==> src/rtl/gpu_video_pkg.sv <==
// Shared video timing types: per-axis porch/sync description, two standard modes
// and a helper that sums an axis into its total period.
package gpu_video_pkg;

    typedef struct packed {
        logic [15:0] active;
        logic [15:0] front;
        logic [15:0] sync;
        logic [15:0] back;
    } axis_timing_t;

    typedef struct packed {
        axis_timing_t h;
        axis_timing_t v;
    } timing_mode_t;

    localparam timing_mode_t MODE_640X480 = '{
        h: '{active: 16'd640, front: 16'd16, sync: 16'd96,  back: 16'd48},
        v: '{active: 16'd480, front: 16'd10, sync: 16'd2,   back: 16'd33}
    };

    localparam timing_mode_t MODE_800X600 = '{
        h: '{active: 16'd800, front: 16'd40, sync: 16'd128, back: 16'd88},
        v: '{active: 16'd600, front: 16'd1,  sync: 16'd4,   back: 16'd23}
    };

    function automatic int unsigned axis_total(input axis_timing_t a);
        return 32'(a.active) + 32'(a.front) + 32'(a.sync) + 32'(a.back);
    endfunction

endpackage

==> src/rtl/video_axis_counter.sv <==
// One raster axis: position counter that wraps at the axis total, plus decode of
// the visible region and the sync region from the current position.
module video_axis_counter
    import gpu_video_pkg::*;
#(
    parameter int unsigned ACTIVE_LEN = 640,
    parameter int unsigned FRONT_LEN  = 16,
    parameter int unsigned SYNC_LEN   = 96,
    parameter int unsigned BACK_LEN   = 48,
    parameter int unsigned CW         = 10
) (
    input  logic          clk,
    input  logic          rst_n,
    input  logic          step,
    output logic [CW-1:0] pos,
    output logic          wrap,
    output logic          active,
    output logic          in_sync
);

    localparam axis_timing_t TIMING = '{
        active: 16'(ACTIVE_LEN), front: 16'(FRONT_LEN),
        sync:   16'(SYNC_LEN),   back:  16'(BACK_LEN)
    };
    localparam int unsigned TOTAL      = axis_total(TIMING);
    localparam int unsigned SYNC_START = ACTIVE_LEN + FRONT_LEN;
    localparam int unsigned SYNC_END   = SYNC_START + SYNC_LEN;

    logic [CW-1:0] pos_q, pos_d;

    assign wrap = step && (32'(pos_q) == TOTAL - 1);

    always_comb begin
        pos_d = pos_q;
        if (step) begin
            pos_d = wrap ? '0 : pos_q + CW'(1);
        end
    end

    always_ff @(posedge clk or negedge rst_n) begin
        if (!rst_n) begin
            pos_q <= '0;
        end else begin
            pos_q <= pos_d;
        end
    end

    // Compare at 32 bits so a zero back porch cannot overflow the CW-wide bound.
    assign pos     = pos_q;
    assign active  = 32'(pos_q) < ACTIVE_LEN;
    assign in_sync = (32'(pos_q) >= SYNC_START) && (32'(pos_q) < SYNC_END);

endmodule

==> src/rtl/vga_timing_generator.sv <==
// VGA raster timing: pixel-rate divider, H/V axis counters, and a pixel-tick delay
// line that keeps sync and blank aligned with the downstream colour fetch.
module vga_timing_generator
    import gpu_video_pkg::*;
#(
    parameter int unsigned H_ACTIVE   = 640,
    parameter int unsigned H_FRONT    = 16,
    parameter int unsigned H_SYNC_LEN = 96,
    parameter int unsigned H_BACK     = 48,
    parameter int unsigned V_ACTIVE   = 480,
    parameter int unsigned V_FRONT    = 10,
    parameter int unsigned V_SYNC_LEN = 2,
    parameter int unsigned V_BACK     = 33,
    parameter int unsigned CLK_DIV    = 2,
    parameter bit          HS_POL     = 1'b0,
    parameter bit          VS_POL     = 1'b0,
    parameter int unsigned PIPE_DELAY = 0,
    parameter int unsigned CW         = 10
) (
    input  logic          CLK,
    input  logic          RST,
    input  logic          EN,
    output logic [CW-1:0] SCREEN_POS_X,
    output logic [CW-1:0] SCREEN_POS_Y,
    output logic          PIX_EN,
    output logic          ACTIVE,
    output logic          H_SYNC,
    output logic          V_SYNC,
    output logic          VGA_BLANK_N,
    output logic          VGA_SYNC_N,
    output logic          VGA_CLK,
    output logic          LINE_START,
    output logic          FRAME_START
);

    localparam int unsigned DIV_W    = (CLK_DIV > 1) ? $clog2(CLK_DIV) : 1;
    localparam int unsigned CLK_HIGH = (CLK_DIV + 1) / 2;
    localparam int unsigned DL       = (PIPE_DELAY > 0) ? PIPE_DELAY : 1;
    // Delay-line word is {hsync, vsync, blank_n}; idle is both syncs inactive, blanked.
    localparam logic [2:0]  IDLE     = {~HS_POL, ~VS_POL, 1'b0};

    logic [DIV_W-1:0] div_q, div_d;
    logic             vga_clk_q, vga_clk_d;
    logic [2:0]       dly_q [DL];
    logic [2:0]       dly_d [DL];
    logic [2:0]       out_q, out_d;
    logic [2:0]       raw, dly_tail;
    logic             div_last;
    logic             h_wrap, h_act, h_sync_rgn;
    logic             v_wrap, v_act, v_sync_rgn;

    // RST gates the strobe so CLK_DIV=1 cannot tick while held in reset.
    assign div_last = 32'(div_q) == CLK_DIV - 1;
    assign PIX_EN   = EN && RST && div_last;

    video_axis_counter #(
        .ACTIVE_LEN(H_ACTIVE), .FRONT_LEN(H_FRONT), .SYNC_LEN(H_SYNC_LEN),
        .BACK_LEN(H_BACK), .CW(CW)
    ) u_h (
        .clk(CLK), .rst_n(RST), .step(PIX_EN), .pos(SCREEN_POS_X),
        .wrap(h_wrap), .active(h_act), .in_sync(h_sync_rgn)
    );

    video_axis_counter #(
        .ACTIVE_LEN(V_ACTIVE), .FRONT_LEN(V_FRONT), .SYNC_LEN(V_SYNC_LEN),
        .BACK_LEN(V_BACK), .CW(CW)
    ) u_v (
        .clk(CLK), .rst_n(RST), .step(h_wrap), .pos(SCREEN_POS_Y),
        .wrap(v_wrap), .active(v_act), .in_sync(v_sync_rgn)
    );

    assign ACTIVE      = h_act && v_act;
    assign LINE_START  = h_wrap;
    assign FRAME_START = v_wrap;
    assign raw         = {h_sync_rgn ? HS_POL : ~HS_POL, v_sync_rgn ? VS_POL : ~VS_POL, ACTIVE};
    assign dly_tail    = (PIPE_DELAY == 0) ? raw : dly_q[DL-1];

    always_comb begin
        div_d     = div_q;
        vga_clk_d = vga_clk_q;
        dly_d     = dly_q;
        out_d     = out_q;
        if (EN) begin
            div_d     = div_last ? '0 : div_q + DIV_W'(1);
            vga_clk_d = 32'(div_d) < CLK_HIGH;
            out_d     = dly_tail;
        end
        if (PIX_EN) begin
            dly_d[0] = raw;
            for (int i = 1; i < DL; i++) begin
                dly_d[i] = dly_q[i-1];
            end
        end
    end

    always_ff @(posedge CLK or negedge RST) begin
        if (!RST) begin
            div_q     <= '0;
            vga_clk_q <= 1'b0;
            out_q     <= IDLE;
            for (int i = 0; i < DL; i++) begin
                dly_q[i] <= IDLE;
            end
        end else begin
            div_q     <= div_d;
            vga_clk_q <= vga_clk_d;
            out_q     <= out_d;
            dly_q     <= dly_d;
        end
    end

    assign H_SYNC      = out_q[2];
    assign V_SYNC      = out_q[1];
    assign VGA_BLANK_N = out_q[0];
    assign VGA_CLK     = vga_clk_q;
    assign VGA_SYNC_N  = 1'b0;

endmodule

==> config.mk <==
export PLATFORM = sky130hd
export DESIGN_NAME = vga_timing_generator
export DESIGN_NICKNAME = d
export VERILOG_FILES = /design/src/rtl/gpu_video_pkg.sv /design/src/rtl/video_axis_counter.sv /design/src/rtl/vga_timing_generator.sv
export SDC_FILE = /design/constraint.sdc
export NUM_CORES = 1
export LEC_CHECK = 0
export ABC_CLOCK_PERIOD_IN_PS = 1870
export BUFFER_PORTS_ARGS = -buffer_cell sky130_fd_sc_hd__buf_2
export CORE_UTILIZATION = 47
export DETAILED_ROUTE_END_ITERATION = 8
export PLACE_DENSITY = 0.78
export SYNTH_ARGS = -nofsm -noshare
export SYNTH_HDL_FRONTEND = slang
export SYNTH_SLANG_ARGS = --single-unit
==> constraint.sdc <==
create_clock -name CLK -period 1.87 [get_ports CLK]
set_input_delay 0.561 -clock CLK [delete_from_list [all_inputs] [get_ports CLK]]
set_output_delay 0.561 -clock CLK [all_outputs]
set_load 0.01 [all_outputs]
==> flow_summary_export.csv <==
group,metric,value,unit
global_routing,antenna_found_initial,0,
run_status,outcome,"finished with violations",
place,dp_hpwl,2290,µm
logic_synthesis,synth_top_cell_area_share,0.430,
global_routing,grt_max_degree,26,
logic_synthesis,synth_most_common_cell,"dfrtp_1",
pwr,peakVddDrop,0.677,mV
clocking,postCtsHoldBufs,0,
logic_synthesis,synth_edf_count,0,
clocking,cts_tree,"built",
logic_synthesis,yosys.area.top_type,"dfrtp_1",
critical_path,critPathMaxFanout,2,
timing,holdWs,0.242,ns
clocking,insertion_delay,0.33,ns
critical_path,worst_setup_path_start_kind,"flip-flop",
timing,setup_tns,-0.483,ns
final_layout,multiInputGateArea,728,µm²
logic_synthesis,yosysSeqAreaShare,0.470,
die,fp.dieArea,0.00306,mm²
die,core-area,0.00259,mm²
logic_synthesis,synthFlopType,"dfrtp_1",
timing,finalHoldViolCount,0,
timing,drv_slew,0,
logic_synthesis,synth_area,0.00134,mm²
logic_synthesis,syn_inst,137,
drt,drc_errors,0,
timing,fin_ws,-0.283,ns
drt,vias,1255,
global_routing,grt_usage,0.243,
place,placed_area,0.00164,mm²
clocking,numCtsBuffers,3,
final_layout,regArea,631,µm²
die,die_h,55.3,µm
die,die_w,55.3,µm
logic_synthesis,ys_types,42,
place,gp_congestion,0.841,
pwr,power_per_cell_area,654,mW/mm²
critical_path,critPathKind,"flip-flop to output port",
clocking,clk_pin_slew_worst_paths,0.14,ns
timing,clock_skew,0.00378,ns
clocking,htree_levels,1,
die,num_rows,18,
timing,setup_violations,3,
global_routing,grt_pass1_vias,1256,
drt,wl_per_cell,15.5,µm
final_layout,n_fill_cell,186,
place,io_buffers,30,
critical_path,crit_buf_inv,2,
timing,rsz0062_at_grt,"true",
clocking,clock-sinks,25,
critical_path,arrival,1.59,ns
run_status,violations,"setup timing",
critical_path,crit_path_end_kind,"output port",
final_layout,final_nets,207,
flow_run,max_cap_violations,0,
min_path,hold_path.class,"input pin to asynchronous set/reset pin",
logic_synthesis,syn_nets,144,
critical_path,cpLargestDelayFamily,"simple AND/OR/NAND/NOR gates",
logic_synthesis,ys_top_cells_by_area,"dfrtp_1 43%, nand2_1 4.8%, dfstp_2 3.9%",
timing,period_minus_slack,2.15,ns
clocking,clock_path_buffers,2,
critical_path,slowest_delay,0.43,ns
critical_path,worstPathRequired,1.31,ns
drt,drt_wl_total,3550,µm
die,initial_core_util,0.516,
final_layout,final_area,0.00186,mm²
logic_synthesis,synthArstFlopShare,1.00,
critical_path,critPathSlowestCell,"dfrtp_1",
final_layout,num_antenna_cells,0,
critical_path,cp_cell_sequence,"inv_2 > ha_4 > nor4bb_4 > nand3_1 > nor2_1 > buf_2",
logic_synthesis,synth_area_per_cell,9.76,µm²
final_layout,layout-drive-gt1-share,0.442,
global_routing,overflow,0,
drt,postRouteAntennaNets,0,
timing,post-route-period-util,1.15,
global_routing,grt_pass1_wl,5890,µm
logic_synthesis,yosys_warnings,0,
drt,vias_per_cell,5.48,
logic_synthesis,yosys-top-cells-count,"23 x dfrtp_1, 17 x nand2_1, 10 x nor2_1",
clocking,root_buffer,"clkbuf_4",
pwr,p_leak,0.000920,µW
die,pin_count,32,
drt,drt-initial-drc-count,36,
final_layout,area_growth,39.2,%
place,post-place-ws,0.0881,ns
drt,first_pass_iters,4,
logic_synthesis,ys_seq_elements,25,
timing,max_freq,465,MHz
## cells in the final DEF (no fill, tap or decap), drive strengths merged, types with 2 or more instances in the layout
cell type / synthesis / routed
buf: 3 / 61
dfrtp: 23 / 23
nand2: 18 / 18
nor2: 10 / 10
nand3: 9 / 9
o21ai: 9 / 9
nor3: 8 / 8
inv: 8 / 8
xor2: 6 / 6
ha: 4 / 4
and2: 3 / 3
a21oi: 3 / 3
xnor2: 3 / 3
clkbuf: 0 / 3
nand4: 3 / 3
mux2: 3 / 3
nor4: 3 / 3
dfstp: 2 / 2
and3: 2 / 2
nor4b: 2 / 2
clkinv: 1 / 2
## power by group
group	internal, µW	switching [µW]
Sequential	602	58.7
Combinational	136	166
Clock	80.4	175
Total	818	400
## kinds of logic (layout without fill, tap and decap cells)
group | Yosys count | in the layout | synth area share
buf+inv | 12 | 74 | 0.0458
mux | 4 | 4 | 0.0327
simple gates | 64 | 64 | 0.274
fa+ha+maj | 4 | 4 | 0.0374
flops | 25 | 25 | 0.470
other cells | 1 | 1 | 0.00280
compound gates | 18 | 18 | 0.0786
xor+xnor | 9 | 9 | 0.0589
## per-stage QoR
step                std cells   util  power [µW]
floorplan                 137      -         819
global placement          211  0.632         948
detailed placement        211  0.632         967
CTS                       224  0.685        1220
global route              229  0.719        1270
finish                    229  0.719        1220
## registers in the layout (all words and copies together), names as in the netlist
register,cells
out_q,3
u_v.pos,10
div_last,1
VGA_CLK,1
u_h.pos,10
## cell type report
| type | count | area share |
|---|---|---|
| clock buffer | 3 | 0.0121 |
| clock inverter | 1 | 0.00269 |
| inverter | 9 | 0.0222 |
| multi-input combinational | 100 | 0.391 |
| sequential | 25 | 0.339 |
| tap | 30 | 0.0202 |
| timing repair buffer | 61 | 0.213 |
## metal layers
metal	track usage	routed length, µm	vias to the layer above
met1	0.327	1560	615
met2	0.403	1780	36
met5	0	0	-
met4	0.100	71	0
li1	-	-	598
met3	0.0211	138	6
## worst reg2reg max path: cells and delay by family, from the launching register on
family | cells | cell delay, ns
XOR/XNOR | 1 | 0.17
buffers and inverters | 3 | 0.47
flip-flops | 1 | 0.44
AND/OR/NAND/NOR | 3 | 0.70
## final timing paths
| check | start | endpoint | slack, ns | depth (start not counted) |
|---|---|---|---|---|
| setup / recovery | u_v.pos[1] | FRAME_START | -0.28 | 6 |
| hold / removal | RST | div_last | 0.24 | 2 |
| setup reg to reg | u_h.pos[6] | u_v.pos[7] | 0.05 | 7 |
| hold reg to reg | out_q[2] | out_q[2] | 0.51 | 2 |
| max in group asynchronous | RST | out_q[2] | 1.34 | 2 |
| min in group CLK | out_q[2] | out_q[2] | 0.51 | 2 |
## repair_timing
| action | CTS | global route |
|---|---|---|
| setup endpoints to repair | 3 | 4 |
| pin swaps | 6 | 7 |
| resized for setup | 10 | 14 |
| setup buffers | 9 | 7 |
| gates cloned | 0 | 0 |
Note: power is estimated with default switching activity, not from simulation.
